File: src/rtl/disp_arb_pkg.sv
// rtl/disp_arb_pkg.sv - shared encodings and widths for the display arbiter
package disp_arb_pkg;

    localparam int NREQ    = 4;
    localparam int DIGIT_W = 16;
    localparam int DP_W    = 4;
    localparam int TIMER_W = 26;

    typedef enum logic [1:0] {
        IDLE  = 2'd0,
        HOLD  = 2'd1,
        SHARE = 2'd2
    } state_t;

    function automatic logic [1:0] next_idx(input logic [1:0] idx);
        return idx + 2'd1;
    endfunction

endpackage

File: src/rtl/disp_arbiter_if.sv
// rtl/disp_arbiter_if.sv - requester/display bundle between clients and the arbiter
interface disp_arbiter_if;
    import disp_arb_pkg::*;

    logic [NREQ-1:0]         req;
    logic [NREQ*DIGIT_W-1:0] val_in;
    logic [NREQ*DP_W-1:0]    dp_in;
    logic [NREQ-1:0]         gnt;
    logic [1:0]              owner;
    logic [DIGIT_W-1:0]      hex_out;
    logic [DP_W-1:0]         dp_out;
    logic                    busy;

    modport master (
        output req, val_in, dp_in,
        input  gnt, owner, hex_out, dp_out, busy
    );

    modport slave (
        input  req, val_in, dp_in,
        output gnt, owner, hex_out, dp_out, busy
    );
endinterface

File: src/rtl/disp_arbiter_rr_pick.sv
// rtl/disp_arbiter_rr_pick.sv - combinational round-robin picker starting at a given index
module rr_pick
    import disp_arb_pkg::*;
(
    input  logic [NREQ-1:0] req,
    input  logic [1:0]      start,
    output logic [NREQ-1:0] gnt,
    output logic [1:0]      idx,
    output logic            valid
);

    logic [1:0] cand;

    // Walk offsets from farthest to nearest so the nearest asserted requester wins.
    always_comb begin
        gnt   = '0;
        idx   = start;
        valid = 1'b0;
        cand  = start;
        for (int k = NREQ - 1; k >= 0; k--) begin
            cand = start + 2'(k);
            if (req[cand]) begin
                gnt        = '0;
                gnt[cand]  = 1'b1;
                idx        = cand;
                valid      = 1'b1;
            end
        end
    end

endmodule

File: src/rtl/disp_arbiter.sv
// rtl/disp_arbiter.sv - display mux arbiter with dwell timer; DISP_ARB_PRIO0_EN adds requester-0 preemption
module disp_arbiter
    import disp_arb_pkg::*;
#(
    parameter int unsigned HOLD_CYC = 50_000_000
) (
    input  logic           clk,
    input  logic           reset,
    disp_arbiter_if.slave  bus
);

    localparam logic [TIMER_W-1:0] RELOAD = TIMER_W'(HOLD_CYC - 1);

    state_t              state_q, state_d;
    logic [TIMER_W-1:0]  timer_q, timer_d;
    logic [NREQ-1:0]     gnt_q, gnt_d;
    logic [1:0]          owner_q, owner_d;
    logic [DIGIT_W-1:0]  hex_q, hex_d;
    logic [DP_W-1:0]     dp_q, dp_d;
    logic                busy_q;

    logic [NREQ-1:0]     pick_gnt;
    logic [1:0]          pick_idx;
    logic                pick_valid;
    logic                others;
    logic                show;

    rr_pick u_pick (
        .req   (bus.req),
        .start (next_idx(owner_q)),
        .gnt   (pick_gnt),
        .idx   (pick_idx),
        .valid (pick_valid)
    );

    assign others = |(bus.req & ~gnt_q);

    always_comb begin
        state_d = state_q;
        timer_d = timer_q;
        gnt_d   = gnt_q;
        owner_d = owner_q;
        case (state_q)
            IDLE: begin
                gnt_d = '0;
                if (pick_valid) begin
                    state_d = HOLD;
                    timer_d = RELOAD;
                    gnt_d   = pick_gnt;
                    owner_d = pick_idx;
                end
            end
            HOLD, SHARE: begin
                // Owner release beats everything; a pending request is granted from IDLE.
                if (!bus.req[owner_q]) begin
                    state_d = IDLE;
                    timer_d = '0;
                    gnt_d   = '0;
                end
`ifdef DISP_ARB_PRIO0_EN
                else if (bus.req[0] && owner_q != 2'd0) begin
                    state_d = HOLD;
                    timer_d = RELOAD;
                    gnt_d   = 4'b0001;
                    owner_d = 2'd0;
                end
`endif
                else if (state_q == SHARE) begin
                    if (others) begin
                        state_d = HOLD;
                        timer_d = RELOAD;
                        gnt_d   = pick_gnt;
                        owner_d = pick_idx;
                    end
                end else if (timer_q == '0) begin
                    state_d = SHARE;
                end else begin
                    timer_d = timer_q - 1'b1;
                end
            end
            default: begin
                state_d = IDLE;
                timer_d = '0;
                gnt_d   = '0;
            end
        endcase
    end

    // Display follows the holder of the current cycle, blanked whenever we leave or sit in IDLE.
    assign show  = (state_q != IDLE) && (state_d != IDLE);
    assign hex_d = show ? bus.val_in[{owner_q, 4'b0000} +: DIGIT_W] : '0;
    assign dp_d  = show ? bus.dp_in[{owner_q, 2'b00} +: DP_W] : '0;

    always_ff @(posedge clk or negedge reset) begin
        if (!reset) begin
            state_q <= IDLE;
            timer_q <= '0;
            gnt_q   <= '0;
            owner_q <= 2'd3;
            hex_q   <= '0;
            dp_q    <= '0;
            busy_q  <= 1'b0;
        end else begin
            state_q <= state_d;
            timer_q <= timer_d;
            gnt_q   <= gnt_d;
            owner_q <= owner_d;
            hex_q   <= hex_d;
            dp_q    <= dp_d;
            busy_q  <= (state_d != IDLE);
        end
    end

    assign bus.gnt     = gnt_q;
    assign bus.owner   = owner_q;
    assign bus.hex_out = hex_q;
    assign bus.dp_out  = dp_q;
    assign bus.busy    = busy_q;

endmodule

File: src/flat_wrapper.sv
// flat-port wrapper written by rule: the top's interface ports become plain ports
module disp_arbiter_flat import disp_arb_pkg::*;
#(
    parameter int unsigned HOLD_CYC = 50_000_000
)
  (clk, reset, bus_req, bus_val_in, bus_dp_in, bus_gnt, bus_owner, bus_hex_out, bus_dp_out, bus_busy);
  disp_arbiter_if bus_i ();
  input  logic clk;
  input  logic reset;
  input wire logic [$bits(bus_i.req)-1:0] bus_req;
  input wire logic [$bits(bus_i.val_in)-1:0] bus_val_in;
  input wire logic [$bits(bus_i.dp_in)-1:0] bus_dp_in;
  output wire logic [$bits(bus_i.gnt)-1:0] bus_gnt;
  output wire logic [$bits(bus_i.owner)-1:0] bus_owner;
  output wire logic [$bits(bus_i.hex_out)-1:0] bus_hex_out;
  output wire logic [$bits(bus_i.dp_out)-1:0] bus_dp_out;
  output wire logic [$bits(bus_i.busy)-1:0] bus_busy;
  assign bus_i.req = bus_req;
  assign bus_i.val_in = bus_val_in;
  assign bus_i.dp_in = bus_dp_in;
  assign bus_gnt = bus_i.gnt;
  assign bus_owner = bus_i.owner;
  assign bus_hex_out = bus_i.hex_out;
  assign bus_dp_out = bus_i.dp_out;
  assign bus_busy = bus_i.busy;
  disp_arbiter #(.HOLD_CYC(HOLD_CYC)) u_core (.clk(clk), .reset(reset), .bus(bus_i));
endmodule
File: config.mk
export PLATFORM = sky130hd
export DESIGN_NAME = disp_arbiter_flat
export DESIGN_NICKNAME = d
export VERILOG_FILES = /design/src/rtl/disp_arb_pkg.sv /design/src/rtl/disp_arbiter_if.sv /design/src/rtl/disp_arbiter_rr_pick.sv /design/src/rtl/disp_arbiter.sv /design/src/flat_wrapper.sv
export SDC_FILE = /design/constraint.sdc
export NUM_CORES = 1
export LEC_CHECK = 0
export ABC_AREA = 0
export BUFFER_PORTS_ARGS = -buffer_cell sky130_fd_sc_hd__buf_2
export CAP_MARGIN = 20
export CORE_ASPECT_RATIO = 0.6
export CORE_UTILIZATION = 32
export CTS_BUF_LIST = sky130_fd_sc_hd__clkbuf_16
export CTS_CLUSTER_SIZE = 8
export DETAILED_ROUTE_END_ITERATION = 6
export GPL_TIMING_DRIVEN = 1
export PLACE_DENSITY_LB_ADDON = 0.25
export SYNTH_ARGS = -nofsm -noshare
export SYNTH_HDL_FRONTEND = slang
export SYNTH_SLANG_ARGS = --single-unit
File: constraint.sdc
create_clock -name clk -period 3.5 [get_ports clk]
set_input_delay 0.35 -clock clk [delete_from_list [all_inputs] [get_ports clk]]
set_output_delay 0.35 -clock clk [all_outputs]
set_load 0.01 [all_outputs]
# Word level (Yosys, flattened, before mapping)
# Cells that the tools add are included.
dict set report totals {
  ff_bits 55
  latch_bits 0
  in_bits 86
  ram_bits 0
  rom_bits 0
  out_inout_bits 27
  elab_cells 104
  n_memories 0
}
dict set report op_classes {
  multipliers 0
  mux 54
  bitwise_logic 2
  div 0
  shift 2
  addsub 5
  eq_ne 10
  order_cmp 9
  reduce_logical 15
}
# operator count
set op_table {}
lappend op_table {{2-to-1 mux 26 bit} 5}
lappend op_table {{indexed part select 64 x 7 -> 16 bit} 1}
lappend op_table {{case mux 26 bit (2 select lines)} 1}
lappend op_table {{2-to-1 mux 4 bit} 9}
lappend op_table {{logical NOT 26 bit} 1}
lappend op_table {{2-to-1 mux 2 bit} 13}
lappend op_table {{subtractor 26 x 1 -> 26 bit, second input constant} 1}
lappend op_table {{2-to-1 mux 16 bit} 1}
lappend op_table {{indexed part select 16 x 5 -> 4 bit} 1}
lappend op_table {{< comparator 2 x 3 -> 1 bit, second input constant} 5}
lappend op_table {{2-to-1 mux 1 bit} 13}
lappend op_table {{binary-select mux 1 bit (select 2 bit)} 5}
lappend op_table {{demux 1 bit (select 2 bit)} 4}
lappend op_table {{greater-or-equal comparator 2 x 1 -> 1 bit, second input constant} 4}
lappend op_table {{inequality test 2 x 1 -> 1 bit, second input constant} 4}
lappend op_table {{case mux 2 bit (2 select lines)} 2}
lappend op_table {{case mux 4 bit (2 select lines)} 1}
lappend op_table {{nonzero test 2 bit} 3}
lappend op_table {{logical AND 1 bit} 5}
lappend op_table {{AND reduction 5 bit} 1}
lappend op_table {{adder 2 x 1 -> 2 bit, second input constant} 2}
lappend op_table {{adder 2 bit, second input constant} 2}
lappend op_table {{AND 4 bit} 1}
lappend op_table {{inequality test 4 x 3 -> 1 bit, second input constant} 1}
lappend op_table {{other kinds (11)} 11}

# Longest topological paths before layout
# Gate-level depths: netlist of run 1.
dict set report logic_depth {
  word_depth 14
  depth_mapped 12
  mapped_depth_nobuf 8
}

# By module
# A second synthesis of run 1 with hierarchy kept.
dict set report unflattened {
  cells_unflattened 398
  hier_area_um2 4030.1
}
# module instances cells_per_inst area_each_um2
set by_module_without_submodules {}
lappend by_module_without_submodules {disp_arbiter 1 311 3362.0}
lappend by_module_without_submodules {rr_pick 1 87 668.1}

# Worst setup path after synthesis of run 1
# OpenSTA, ideal clock, no wires.
dict set report synth_timing {
  kind {flip-flop to flip-flop}
  from {reg u_core.owner_q[0] (netlist: u_core.bus.owner[0])}
  to {reg u_core.timer_q[22]}
  path_buffers 2
  synth_period_minus_slack_ps 2520
  slack_ps 980
  arrival_ps 2399
  setup_time_ps 121
  stages_incl_launch_ff 11
  path_cell_list {dfstp_2 > buf_4 > inv_1 > ha_1 > nor2_1 > and3_1 > o211ai_2 > o211ai_4 > clkbuf_1 > nor2_1 > o22a_1}
}
dict set report synth_between {
  elab_chain_len 10
  elab_cells_between_ends 24
  cone_classes {4 x add/sub; 3 x eq/ne; 16 x mux; 1 x reduce/logical}
}
# item line_no
set synth_lines {}
lappend synth_lines {{start, declared} disp_arbiter.sv:17} ;# logic [1:0] owner_q, owner_d;
lappend synth_lines {{start signal, assigned} disp_arbiter.sv:107} ;# owner_q <= owner_d;
lappend synth_lines {{adder 2 x 1 -> 2 bit} disp_arb_pkg.sv:16} ;# return idx + 2'd1;
lappend synth_lines {{adder 2 bit} disp_arbiter_rr_pick.sv:21} ;# cand = start + 2'(k);
lappend synth_lines {{binary-select mux 1 bit (select 2 bit)} disp_arbiter_rr_pick.sv:22} ;# if (req[cand]) begin
lappend synth_lines {{2-to-1 mux 1 bit (implied by the code)} disp_arbiter_rr_pick.sv:22}
lappend synth_lines {{2-to-1 mux 1 bit (4 in series)} disp_arbiter_rr_pick.sv:22}
lappend synth_lines {{inequality test 2 x 1 -> 1 bit (no line)} --}
lappend synth_lines {{AND reduction 3 bit (no line)} --}
lappend synth_lines {{end signal, assigned} disp_arbiter.sv:105} ;# timer_q <= timer_d;
lappend synth_lines {{end, declared} disp_arbiter.sv:15} ;# logic [TIMER_W-1:0] timer_q, timer_d;
# Several ways; a longest one is shown, not always the timed one. The select of a mux whose other input is x is not followed.
# A chain may end at the register's enable or synchronous reset.

# Worst setup path in the final report of run 1
dict set report layout_timing {
  from {reg u_core.owner_q[0] (netlist: u_core.bus.owner[0])}
  to {reg u_core.dp_q[2] (netlist: u_core.bus.dp_out[2])}
}
dict set report layout_between {
  elab_chain_len 13
  elab_cells_between_ends 25
  cone_classes {4 x add/sub; 1 x shift; 18 x mux; 2 x reduce/logical}
}
# item line_no
set layout_lines {}
lappend layout_lines {{adder 2 x 1 -> 2 bit} disp_arb_pkg.sv:16}
lappend layout_lines {{adder 2 bit} disp_arbiter_rr_pick.sv:21}
lappend layout_lines {{binary-select mux 1 bit (select 2 bit)} disp_arbiter_rr_pick.sv:22}
lappend layout_lines {{2-to-1 mux 1 bit (implied by the code)} disp_arbiter_rr_pick.sv:22}
lappend layout_lines {{2-to-1 mux 1 bit (4 in series)} disp_arbiter_rr_pick.sv:22}
lappend layout_lines {{2-to-1 mux 2 bit} disp_arbiter.sv:46} ;# if (pick_valid) begin
lappend layout_lines {{case mux 2 bit (2 select lines)} disp_arbiter.sv:43} ;# case (state_q)
lappend layout_lines {{nonzero test 2 bit} disp_arbiter.sv:90} ;# assign show = (state_q != IDLE) && (state_d != IDLE);
lappend layout_lines {{logical AND 1 bit} disp_arbiter.sv:90}
lappend layout_lines {{2-to-1 mux 4 bit *} disp_arbiter.sv:92} ;# assign dp_d = show ? bus.dp_in[{owner_q, 2'b00} +: DP_W] : '0;
lappend layout_lines {{net u_core.dp_d[2]} disp_arbiter.sv:19} ;# logic [DP_W-1:0] dp_q, dp_d;
lappend layout_lines {{end signal, assigned} disp_arbiter.sv:109} ;# dp_q <= dp_d;
lappend layout_lines {{end, declared} disp_arbiter.sv:19}
# The timed path passes the listed nets; every way through them passes the cells marked *. The select of a mux whose other input is x is not followed.

==> results of run 1 <==
-- kinds of logic after synthesis --
family	count (synthesis)	synth area share, %
XOR/XNOR	2	0.459
buffers and inverters	35	4.59
flip-flops	55	36.1
multiplexers	30	15.0
AND/OR/NAND/NOR	138	19.0
AO/OA/AOI/OAI	119	21.9
adder cells (fa/ha/maj)	9	2.95
-- cells in the final DEF, fill, tap and decap left out, types with 4 or more instances in the layout --
master / synthesis / final
a21oi_1: 28 / 28
a221oi_1: 4 / 4
a31oi_1: 8 / 8
a41oi_1: 4 / 4
and3_1: 21 / 21
buf_2: 5 / 112
buf_4: 2 / 10
clkbuf_16: 0 / 5
dfrtp_1: 53 / 53
ha_1: 9 / 9
inv_1: 8 / 8
mux2_2: 4 / 4
mux2i_1: 4 / 4
mux4_2: 21 / 21
nand2_1: 21 / 21
nand2b_1: 6 / 6
nand3_1: 6 / 6
nor2_1: 45 / 45
nor3_1: 10 / 10
nor4_1: 4 / 4
o21ai_0: 12 / 12
o21ai_1: 9 / 9
o22a_1: 9 / 9
o31ai_1: 12 / 12
-- final cells by class --
class	count	area (sq um)	share of cell area, %
multi-input cells	298	2270	48.5
repair buffers	122	636	13.6
inverters	8	30.0	0.643
flip-flops and latches	55	1380	29.5
clock inverters	3	33.8	0.723
clock buffers	5	125	2.68
well taps	160	200	4.29
-- path summary, 6_finish.rpt --
path                                                      start                                to
worst max-delay path            u_core.bus.owner[0]$_DFFE_PN1P_    u_core.bus.dp_out[2]$_DFF_PN0_
worst min-delay path                                      reset     u_core.timer_q[0]$_DFFE_PN0P_
worst max register to register  u_core.bus.owner[0]$_DFFE_PN1P_    u_core.bus.dp_out[2]$_DFF_PN0_
worst min register to register   u_core.timer_q[18]$_DFFE_PN0P_    u_core.timer_q[18]$_DFFE_PN0P_
max in group asynchronous                                 reset   u_core.bus.owner[0]$_DFFE_PN1P_
min in group clk                                 bus_val_in[42]  u_core.bus.hex_out[10]$_DFF_PN0_
-- report_power, final --
group	internal, mW	switching, mW	total (mW)
registers	0.915	0.256	1.17
clock network	0.276	0.255	0.531
logic	1.09	1.34	2.43
-- metrics by stage --
step	util, %	hold WS, ns	area [sq um]	total power [mW]
finish	40.8	0.0329	4670	4.13
floorplan	-	0.0544	3820	2.92
detailed placement	39.3	0.381	4500	3.57
global placement	39.3	0.371	4500	3.53
CTS	40.7	0.0585	4660	4.12
global route	40.8	0.0803	4670	4.46
-- critical path, cell delays in order (launching register included) --
cell,delay (ns)
dfstp_2,0.71
inv_1,0.19
ha_1,0.36
nor2_1,0.16
and3_1,0.27
o211ai_1,0.11
a32oi_1,0.27
nand3_1,0.52
and3_1,0.35
-- sequential cells by signal (all words and copies together) (netlist names) --
signal / cells
u_core.timer_q: 26
u_core.bus.hex_out: 16
u_core.bus.dp_out: 4
u_core.bus.gnt: 4
u_core.bus.owner: 2
u_core.state_q: 2
u_core.bus.busy: 1
-- routing by layer --
metal	track usage (%)	up-vias	part of all wire [%]
met1	27.7	1756	49
met3	5.19	4	7.6
met2	28.5	138	43
met4	3.03	0	0.39
met5	0	-	0
li1	-	1691	-
==> metrics, run 1 <==
Tcrit/Tclk final 87.5%; Worst setup SP type register; Die ar. between 0.01 and 0.015 sq mm; cts bufs inserted 5; yosys warns 0; Placed Instances 642; Gate Count Post-Synth 388; register area share after synthesis 36.1%; post-synth top area share a little over a third; most area-consuming cells after synthesis dfrtp_1, mux4_2, nor2_1, a21oi_1, and3_1; Max H-tree Level 2; global route total overflow 0; number of library cell types mapped by synthesis between 60 and 70; setup TNS 0 ns; Slew Limit Headroom 56.6%; I/O Buffers around 110; Remaining DRCs 0; global-route wire length before repair between 15,000 and 20,000 um; CTS Sinks 55; CTS tree built; crit path time final 3.06 ns; Die W 143 um; CP arrival 3.25 ns; via/cell ratio approximately 5.5; Tightest Pin Transition 0.646 ns; Finished Layout Cells 651; Slew Limit Fails 0; Clock Tree Buf Depth 2; flop2flop setup slack 0.44 ns; Final Setup Violations 0; status finished, final reports clean; ys flop type dfrtp_1; total number of vias 3,589; largest net degree at the start of global routing 33; Hold Crit Class primary input to asynchronous set/reset pin; fraction of registers with async set/reset 100%; RSZ-0062 raised after global routing false; crit-path max FO 20; post-CTS setup buffer count 0; die height 86.6 um; # resized after CTS 0; vias in the first global route 3,417; wire per inst 17.3 um; DPL Wire Length 8830 um; power per cell area 885 mW/mm^2; hold_buf cts 0; final worst setup slack 0.436 ns; Setup Skew 0.00755 ns; Leak Pwr 2.18 nW; r2r worst-path depth 8; f_max 0.326 GHz; initial antenna violation count 0; crit path capture type register; post-synth top area cell dfrtp_1; clk root buf clkbuf_16; CORE AREA 0.0114 sq mm; layout filler cell count roughly 1,200; Place WS 0.506 ns; Initial DRC Count 234; Ports 113; Pre-antenna DRT Iters 4; Post-synth top cells dfrtp_1, nor2_1, a21oi_1; clock slew at reported path FFs 0.08 ns; Routed Antenna Nets 0; Crit Path Class register to register; Synth Register Bits 55; area grow syn2layout 22.2%; VDD IR-drop max about 0.27 mV; Initial Utilization 33.4%; Antenna Diode Count 0; Total GRT Usage 19.0%; share of layout cells above drive strength 1 35.2%; worst skew pair latency ~0.30 ns; EDFF count, synth 0; CP required around 3.7 ns; Fin. Hold Viols 0; Final #Nets a little under 600; count leader, synth dfrtp_1; Post-Syn Area per Cell around 10 sq um; syn_nets 483; post-synthesis cell area 0.00382 sq mm; row cnt 30; max cap viols 0; Placer Congestion 0.830; final wirelength about 11,000 um
No activity file was read; power rests on OpenSTA's default activity.
==> run 2, diff against run 1 <==
Clock period 3.5 ns to 3.1 ns, I/O delays scaled along.
==> metrics, run 2 (synthesized netlist as in run 1, its figures left out) <==
I/O Buffers 112 (unchanged); Total GRT Usage 19.3% (was 19.0%); crit-path leading delay family compound AO/OA/AOI/OAI gates (was simple AND/OR/NAND/NOR gates); placed cell area 0.00451 sq mm (was 0.00450 sq mm); status finished, final reports clean (unchanged); Critical-path top delay cell dfstp_2 (unchanged); DPL Wire Length 8780 um (was 8830 um); share of layout cells above drive strength 1 35.1% (was 35.2%); Tightest Pin Transition 0.711 ns (was 0.646 ns); fin util 40.6% (was 40.8%); CP Cell Sequence inv_1 > ha_1 > o22ai_1 > a21oi_1 > o211ai_2 > o211ai_4 > or2_0 > o31ai_1 (was inv_1 > ha_1 > nor2_1 > and3_1 > o211ai_1 > a32oi_1 > nand3_1 > and3_1); Die ar. 0.0124 sq mm (unchanged); Worst setup SP type register (unchanged); Antenna Diode Count 0 (unchanged); CORE AREA 0.0114 sq mm (unchanged); Routed Antenna Nets 0 (unchanged); vias in the first global route 3,507 (was 3,417); Reg with most FFs u_core.timer_q (unchanged); CTS Sinks 55 (unchanged); Setup Skew 0.00652 ns (was 0.00755 ns); CP required 3.30 ns (was 3.69 ns); Initial DRC Count 285 (was 234); Final Setup Violations 0 (unchanged); final wirelength 11,300 um (about the same); max cap viols 0 (unchanged); Pre-antenna DRT Iters 5 (was 4); Final #Nets 585 (unchanged); setup TNS 0 ns (unchanged); CP arrival 3.08 ns (was 3.25 ns); Hold Crit Class primary input to asynchronous set/reset pin (unchanged); crit path capture type register (unchanged); die height 86.6 um (unchanged); Max H-tree Level 2 (unchanged); Placed Instances 643 (was 642); f_max 0.348 GHz (was 0.326 GHz); # resized after CTS 0 (unchanged); Fin. Hold Viols 0 (unchanged); global-route wire length before repair 18,200 um (about the same); crit path time final 2.88 ns (was 3.06 ns); total number of vias 3,619 (was 3,589); global route total overflow 0 (unchanged); Tcrit/Tclk final 92.8% (was 87.5%); largest net degree at the start of global routing 31 (was 33); row cnt 30 (unchanged); hold_buf cts 0 (unchanged); most common cell after layout, fill and taps aside buf_2 (unchanged); Hold Slack 0.00421 ns (was 0.0329 ns); CP peak stage delay 0.71 ns (about the same); clock slew at reported path FFs 0.07 ns (was 0.08 ns); crit-path max FO 17 (was 20); cts bufs inserted 5 (unchanged); Bufs and invs on worst path 1 (unchanged); Initial Utilization 33.4% (unchanged); RSZ-0062 raised after global routing false (unchanged); area grow syn2layout 21.8% (was 22.2%); Placer Congestion 0.816 (was 0.830); Slew Limit Fails 0 (unchanged); via/cell ratio 5.57 (was 5.51); layout filler cell count 1,152 (was 1,186); Ports 113 (unchanged); post-route cell area 0.00465 sq mm (was 0.00467 sq mm); Remaining DRCs 0 (unchanged); power per cell area 994 mW/mm^2 (was 885 mW/mm^2); wire per inst 17.3 um (about the same); Slew Limit Headroom 52.6% (was 56.6%); Leak Pwr 2.17 nW (was 2.18 nW); clk root buf clkbuf_16 (unchanged); most frequent cells in the layout buf_2, dfrtp_1, nor2_1, a21oi_1 (unchanged); worst skew pair latency 0.30 ns (about the same); Die W 143 um (unchanged); Clock Tree Buf Depth 2 (unchanged); Crit Path Class register to register (unchanged); post-CTS setup buffer count 0 (unchanged); Finished Layout Cells 650 (was 651); max reg flops 26 (unchanged); initial antenna violation count 0 (unchanged); VDD IR-drop max 0.313 mV (was 0.269 mV); CTS tree built (unchanged)
## run 2: worst reg2reg max path: stages (launching register included)
cell and delay [ns]:
dfstp_2 0.71, inv_1 0.18, ha_1 0.36, o22ai_1 0.16
a21oi_1 0.15, o211ai_2 0.25, o211ai_4 0.20, or2_0 0.45
o31ai_1 0.30
## run 2: metal layers
metal  track usage [%]  routed length (um)  up-vias
li1                  -                   -     1695
met1              26.4                5310     1759
met2              28.9                4830      151
met3              6.35                 963       14
met4              5.77                 170        0
met5                 0                   0        -
## run 2: final timing paths
| check | startpoint | to | slack, ns | depth (start not counted) |
|---|---|---|---|---|
| max reg2reg | u_core.bus.owner[0]$_DFFE_PN1P_ | u_core.timer_q[16]$_DFFE_PN0P_ | 0.22 | 8 |
| min | reset | u_core.bus.gnt[3]$_DFFE_PN0P_ | 0.004 | 1 |
| max in group asynchronous | reset | u_core.bus.owner[0]$_DFFE_PN1P_ | 2.23 | 2 |
| min in group clk | bus_val_in[46] | u_core.bus.hex_out[14]$_DFF_PN0_ | 0.45 | 3 |
| min reg2reg | u_core.timer_q[11]$_DFFE_PN0P_ | u_core.timer_q[11]$_DFFE_PN0P_ | 0.52 | 2 |
| max | u_core.bus.owner[0]$_DFFE_PN1P_ | u_core.timer_q[16]$_DFFE_PN0P_ | 0.22 | 8 |
## run 2: area by class of cell
class	count	area (sq um)	share of cell area (%)
timing repair buffer	122	636	13.7
clock buffer	5	125	2.69
multi-input combinational	298	2270	48.7
inverter	8	30.0	0.645
tap	160	200	4.30
clock inverter	2	17.5	0.376
sequential	55	1380	29.6
## run 2: metrics by stage
step	setup WS [ns]	power [mW]
finish	0.224	4.63
global route	0.0200	5.02
CTS	0.223	4.63
detailed placement	0.236	4.04
global placement	0.378	3.99
floorplan	0.580	3.30
## run 2: power by group
| part | leakage [nW] | internal (mW) | switching (mW) | total (mW) |
|---|---|---|---|---|
| registers | 0.704 | 1.03 | 0.283 | 1.32 |
| logic | 1.40 | 1.23 | 1.51 | 2.74 |
| clock network | 0.0703 | 0.300 | 0.271 | 0.571 |
| total | 2.17 | 2.57 | 2.06 | 4.63 |
